File: src/rtl/game_state_sequencer.sv
// rtl/game_state_sequencer.sv - StickmanRun game flow controller
// Owns level select, countdown, play/pause, win/lose screens and the shared frame counter.
module game_state_sequencer #(
  parameter int         WAIT_FRAMES   = 90,
  parameter int         LEVEL1_FRAMES = 1800,
  parameter int         LEVEL2_FRAMES = 2400,
  parameter logic [7:0] KEY_ENTER     = 8'h28,
  parameter logic [7:0] KEY_SPACE     = 8'h2C,
  parameter logic [7:0] KEY_1         = 8'h1E,
  parameter logic [7:0] KEY_2         = 8'h1F,
  parameter logic [7:0] KEY_P         = 8'h13,
  parameter logic [7:0] KEY_R         = 8'h15
) (
  input  logic        Clk,
  input  logic        Reset_n,
  input  logic [7:0]  keycode,
  input  logic        frame_clk,
  input  logic        lose_evt,
  input  logic        coin_evt,
  output logic [4:0]  status,
  output logic [1:0]  level_status,
  output logic [11:0] frame_counter,
  output logic [3:0]  coin_count,
  output logic        frame_tick,
  output logic        paused,
  output logic        restart
);

  typedef enum logic [2:0] {
    S_SELECT,
    S_WAIT,
    S_PLAY,
    S_WIN,
    S_LOSE
  } state_t;

  localparam logic [11:0] WAIT_LOAD = 12'(WAIT_FRAMES);
  localparam logic [11:0] L1_TARGET = 12'(LEVEL1_FRAMES);
  localparam logic [11:0] L2_TARGET = 12'(LEVEL2_FRAMES);

  state_t      state;
  logic [11:0] countdown;
  logic        vs_s1, vs_s2, vs_s3;
  logic [7:0]  key_q, key_q2;

  logic        key_new;
  logic        p_enter, p_space, p_1, p_2, p_p, p_r;
  logic [11:0] fc_inc;
  logic [3:0]  cc_inc;
  logic [11:0] target;

  // A press is the first cycle a keycode is seen, so held keys act once.
  assign key_new = (key_q != key_q2);
  assign p_enter = key_new && (key_q == KEY_ENTER);
  assign p_space = key_new && (key_q == KEY_SPACE);
  assign p_1     = key_new && (key_q == KEY_1);
  assign p_2     = key_new && (key_q == KEY_2);
  assign p_p     = key_new && (key_q == KEY_P);
  assign p_r     = key_new && (key_q == KEY_R);

  assign fc_inc  = (frame_counter == 12'hFFF) ? frame_counter : frame_counter + 12'd1;
  assign cc_inc  = (coin_count == 4'hF) ? coin_count : coin_count + 4'd1;
  assign target  = level_status[1] ? L2_TARGET : L1_TARGET;
  assign restart = status[3];

  always_ff @(posedge Clk) begin
    if (!Reset_n) begin
      state         <= S_SELECT;
      status        <= 5'b10000;
      level_status  <= 2'b01;
      frame_counter <= 12'd0;
      coin_count    <= 4'd0;
      frame_tick    <= 1'b0;
      paused        <= 1'b0;
      countdown     <= 12'd0;
      vs_s1         <= 1'b0;
      vs_s2         <= 1'b0;
      vs_s3         <= 1'b0;
      key_q         <= 8'd0;
      key_q2        <= 8'd0;
    end else begin
      vs_s1      <= frame_clk;
      vs_s2      <= vs_s1;
      vs_s3      <= vs_s2;
      frame_tick <= vs_s2 & ~vs_s3;
      key_q      <= keycode;
      key_q2     <= key_q;

      case (state)
        S_SELECT: begin
          paused <= 1'b0;
          if (p_1) begin
            level_status <= 2'b01;
          end else if (p_2) begin
            level_status <= 2'b10;
          end else if (p_enter) begin
            state         <= S_WAIT;
            status        <= 5'b01000;
            countdown     <= WAIT_LOAD;
            frame_counter <= 12'd0;
            coin_count    <= 4'd0;
          end
        end

        S_WAIT: begin
          paused        <= 1'b0;
          frame_counter <= 12'd0;
          if (p_space) begin
            state  <= S_PLAY;
            status <= 5'b00100;
          end else if (frame_tick) begin
            // countdown of 0 or 1 both end on this tick
            if (countdown <= 12'd1) begin
              state     <= S_PLAY;
              status    <= 5'b00100;
              countdown <= 12'd0;
            end else begin
              countdown <= countdown - 12'd1;
            end
          end
        end

        S_PLAY: begin
          if (paused) begin
            if (p_p) begin
              paused <= 1'b0;
            end else if (p_enter) begin
              state  <= S_SELECT;
              status <= 5'b10000;
              paused <= 1'b0;
            end
          end else if (lose_evt) begin
            state  <= S_LOSE;
            status <= 5'b00001;
          end else begin
            if (coin_evt)
              coin_count <= cc_inc;
            if (frame_tick)
              frame_counter <= fc_inc;
            if (frame_tick && (fc_inc == target)) begin
              state  <= S_WIN;
              status <= 5'b00010;
            end else if (p_p) begin
              paused <= 1'b1;
            end
          end
        end

        S_WIN, S_LOSE: begin
          paused <= 1'b0;
          if (p_r) begin
            state         <= S_WAIT;
            status        <= 5'b01000;
            countdown     <= WAIT_LOAD;
            frame_counter <= 12'd0;
            coin_count    <= 4'd0;
          end else if (p_enter) begin
            state  <= S_SELECT;
            status <= 5'b10000;
          end
        end

        default: begin
          state  <= S_SELECT;
          status <= 5'b10000;
          paused <= 1'b0;
        end
      endcase
    end
  end

endmodule

File: config.mk
export PLATFORM = sky130hd
export DESIGN_NAME = game_state_sequencer
export DESIGN_NICKNAME = d
export VERILOG_FILES = /design/src/rtl/game_state_sequencer.sv
export SDC_FILE = /design/constraint.sdc
export NUM_CORES = 1
export LEC_CHECK = 0
export BUFFER_PORTS_ARGS = -buffer_cell sky130_fd_sc_hd__buf_2
export CORE_MARGIN = 2
export CORE_UTILIZATION = 53
export CTS_BUF_LIST = sky130_fd_sc_hd__clkbuf_4 sky130_fd_sc_hd__clkbuf_8 sky130_fd_sc_hd__clkbuf_16
export CTS_CLUSTER_SIZE = 16
export DETAILED_ROUTE_END_ITERATION = 7
export PLACE_DENSITY = 0.76
export SETUP_SLACK_MARGIN = 0.05
export SYNTH_ARGS = -nofsm -noshare
export SYNTH_HDL_FRONTEND = slang
export SYNTH_SLANG_ARGS = --single-unit
export TNS_END_PERCENT = 1
File: constraint.sdc
create_clock -name Clk -period 2.5 [get_ports Clk]
set_input_delay 0.25 -clock Clk [delete_from_list [all_inputs] [get_ports Clk]]
set_output_delay 0.25 -clock Clk [all_outputs]
set_load 0.005 [all_outputs]
==> run metrics <==
number of rows created at floorplan=28; all-layer global routing usage=0.262; relative contribution of combinational cells to total power=0.145; number of synthesized flops with an enable pin=0; drt first-iter violations=366; switching power share of the total=0.298; average cell area after synthesis=7.82 sq um; unrepaired setup endpoints after global routing=yes; Die Span X=83.1 um; initial standard-cell utilization of the core=0.553; Worst-path clk slew=80 ps; area fraction in compound gates after synthesis=0.253; Core Region=5990 sq um; height of the die=83.1 um; Post-Synth XOR/XNOR Area=0.0291; Critical Path Slowest Stage Cell=sky130_fd_sc_hd__or4_4; worst slew margin relative to its limit=0.590; total congestion overflow after global routing=0; Setup crit start kind=flop; Initial DRT Pass Iterations=5; count of final max-slew check failures=0; routed len/inst=15.9 um; Clk network pwr share=0.412; Placer Congestion=0.957; Via Count=3440; final standard cell count with taps included and fillers excluded=571; pin count of the biggest net entering global routing=40; Inserted Diodes=0; total CTS buffers=9; data arrival time of the worst path=2690 ps; clock tree from TritonCTS=done; global-route wire length before repair=15100 um; HP Class=input pin to flop; Bufs on Longest Clock Path=2; Switch Pwr=679 uW; crit path buf inv count=0; Worst Hold Slack=103 ps; number of violations of the max-capacitance limit=0; sinks on the clock net=59; sort of element at the end of the critical path=flop; number of levels the H-tree was split into=3; Cell Pwr Density=553 nW/um^2; area share of and/or/nand/nor cells after synthesis=0.294; final number of hold-violating endpoints=0; detailed-placement wirelength estimate=6240 um; wire length after detailed routing=9080 um; count of nets after finishing=508; family of cells with the greatest summed delay on the critical path=simple AND/OR/NAND/NOR gates; Post-Layout Inst Area=4120 sq um; clock latency of the later-clocked register in the worst-skew pair=350 ps; antenna violations before repair=0; result of the run=completed; CP cell instances=or4_4 > or4_4 > o21a_1 > a22oi_2 > o211a_1 > nand2_1 > a221o_1; Gate Count Post-Synth=424; dominant cell type by count on the critical path=sky130_fd_sc_hd__or4_4; I/O Pins=39; peak fanout along the critical path=3; min Tclk post-route=2450 ps; share of synthesized cell area in full adder, half adder and majority cells=0.0151; Worst Max-Slew Pin Slew=611 ps; number of buffers inserted by port buffering=38; Synth-to-Final Area Change=24.2%; number of flip-flops and latches in the synthesized netlist=59; part of the cycle the worst path needs=0.979; area of the die=6900 sq um; Root Driver=sky130_fd_sc_hd__clkbuf_8; routed vias/inst=6.02; leakage power=1.68 nW; largest family of logic cells by synthesized area=simple AND/OR/NAND/NOR gates; sequential share of power=0.443; mux share of post-synthesis cell area=0.00604; Max Freq=409 MHz; syn nets=441; commonest cells after routing, fill and taps aside=sky130_fd_sc_hd__dfxtp_1, sky130_fd_sc_hd__nand2_1, sky130_fd_sc_hd__buf_4; most frequent standard cell in the layout excluding fill and tap cells=sky130_fd_sc_hd__dfxtp_1; share of final-layout standard cells stronger than drive strength 1=0.256; cell area after placement=3830 sq um; worst-case clock skew=7.29 ps; Async S/R FF share, synth=0; Post-route DRC=0; number of warnings issued by yosys=0; peak per-stage delay on the critical path=530 ps; most used flip-flop cell after synthesis=sky130_fd_sc_hd__dfxtp_1; sequential-to-total area share from yosys stat=0.356; Detail Route Antenna Nets=0; internal power contribution=1.60 mW; worst endpoint required time=2740 ps; Setup-failing EPs final=0; via count of the first global-routing pass=3204; Setup CP Type=flop to flop; placed cell count=554; peak supply drop=432 uV; Post-Syn Area=3310 sq um; post-synth cell types=59
-- power by group through the flow --
stage	sequential, mW	combinational, mW	clock, mW
3_3_place_gp	1.02	0.306	0
6_report	1.01	0.331	0.938
4_1_cts	1.00	0.314	0.945
3_5_place_dp	1.02	0.310	0
2_1_floorplan	1.01	0.225	0
5_1_grt	1.01	0.368	0.983
-- area by class of cell --
class,instances,area (sq um)
multi-input combinational,326,2050
fill,484,1880
sequential,59,1190
timing repair buffer,84,536
clock buffer,9,124
tap,75,93.8
clock inverter,7,83.8
inverter,11,41.3
-- registers in the layout (all words and copies together), names as in the netlist --
signal and cells:
paused 1, coin_count 4, vs_s2 1, countdown 12
vs_s3 1, state 3, frame_counter 12, status 5
key_q2 8, vs_s1 1, frame_tick 1, key_q 8
level_status 2
-- final timing paths --
kind / from / end / slack (ps) / depth (start not counted)
setup reg to reg: countdown[7]$_SDFFE_PN0P_ / status[4]$_SDFFE_PN1P_ / 50 / 7
hold reg to reg: vs_s3$_SDFF_PN0_ / frame_tick$_SDFF_PN0_ / 390 / 1
hold / removal: frame_clk / vs_s1$_SDFF_PN0_ / 100 / 2
setup / recovery: countdown[7]$_SDFFE_PN0P_ / status[4]$_SDFFE_PN1P_ / 50 / 7
-- timing repair --
item	CTS	global route
hold buffers	0	0
gates resized for setup	2	19
cloned	0	0
pin swaps	0	6
endpoints found under the setup margin	10	32
buffers inserted	0	1
-- logic make-up after synthesis --
| group | Yosys count |
|---|---|
| AOI/OAI and AO/OA | 124 |
| xor gates and xnor gates | 11 |
| adders and majority gates | 4 |
| buffers and inverters | 39 |
| DFF | 59 |
| muxes | 2 |
| and+or+nand+nor | 185 |
-- cell usage after synthesis (2+ instances only) --
master / number / area, sq um
sky130_fd_sc_hd__a211oi_1: 8 / 60.1
sky130_fd_sc_hd__a21o_1: 3 / 22.5
sky130_fd_sc_hd__a21oi_1: 34 / 170
sky130_fd_sc_hd__a311oi_1: 2 / 17.5
sky130_fd_sc_hd__a31oi_1: 7 / 43.8
sky130_fd_sc_hd__a41o_1: 2 / 20.0
sky130_fd_sc_hd__and2_1: 19 / 119
sky130_fd_sc_hd__and3_1: 8 / 50.1
sky130_fd_sc_hd__and4_1: 5 / 43.8
sky130_fd_sc_hd__buf_2: 2 / 10.0
sky130_fd_sc_hd__clkbuf_1: 24 / 90.1
sky130_fd_sc_hd__dfxtp_1: 59 / 1180
sky130_fd_sc_hd__ha_1: 4 / 50.1
sky130_fd_sc_hd__inv_1: 11 / 41.3
sky130_fd_sc_hd__mux2i_1: 2 / 20.0
sky130_fd_sc_hd__nand2_1: 49 / 184
sky130_fd_sc_hd__nand2b_1: 5 / 31.3
sky130_fd_sc_hd__nand3_1: 22 / 110
sky130_fd_sc_hd__nand4_1: 7 / 43.8
sky130_fd_sc_hd__nor2_1: 25 / 93.8
sky130_fd_sc_hd__nor2b_1: 4 / 25.0
sky130_fd_sc_hd__nor3_1: 8 / 40.0
sky130_fd_sc_hd__nor4_1: 2 / 12.5
sky130_fd_sc_hd__nor4b_1: 3 / 26.3
sky130_fd_sc_hd__o211a_1: 3 / 30.0
sky130_fd_sc_hd__o211ai_1: 8 / 60.1
sky130_fd_sc_hd__o21a_1: 2 / 15.0
sky130_fd_sc_hd__o21ai_0: 19 / 95.1
sky130_fd_sc_hd__o221a_2: 2 / 22.5
sky130_fd_sc_hd__o22ai_1: 9 / 56.3
sky130_fd_sc_hd__o31ai_1: 2 / 15.0
sky130_fd_sc_hd__o32ai_1: 2 / 17.5
sky130_fd_sc_hd__o41ai_1: 5 / 43.8
sky130_fd_sc_hd__or2_2: 2 / 12.5
sky130_fd_sc_hd__or3_1: 15 / 93.8
sky130_fd_sc_hd__or4_1: 8 / 60.1
sky130_fd_sc_hd__xnor2_1: 10 / 87.6
-- stage by stage --
| stage | util | TNS, ps | power, mW | worst slack (ps) |
|---|---|---|---|---|
| finish | 0.687 | 0 | 2.28 | 52.4 |
| global placement | 0.639 | 0 | 1.33 | 42.9 |
| global route | 0.687 | -22.0 | 2.36 | -22.0 |
| CTS | 0.675 | 0 | 2.26 | 10.8 |
| detailed placement | 0.639 | 0 | 1.33 | 10.5 |
| floorplan | - | -111 | 1.23 | -75.7 |
-- routing by layer --
metal,track usage,vias to the layer above,part of all wire
li1,-,1708,-
met1,0.352,1581,0.45
met2,0.414,125,0.46
met3,0.0517,26,0.059
met4,0.103,0,0.023
met5,0,-,0
No activity file was read; power rests on OpenSTA's default activity.
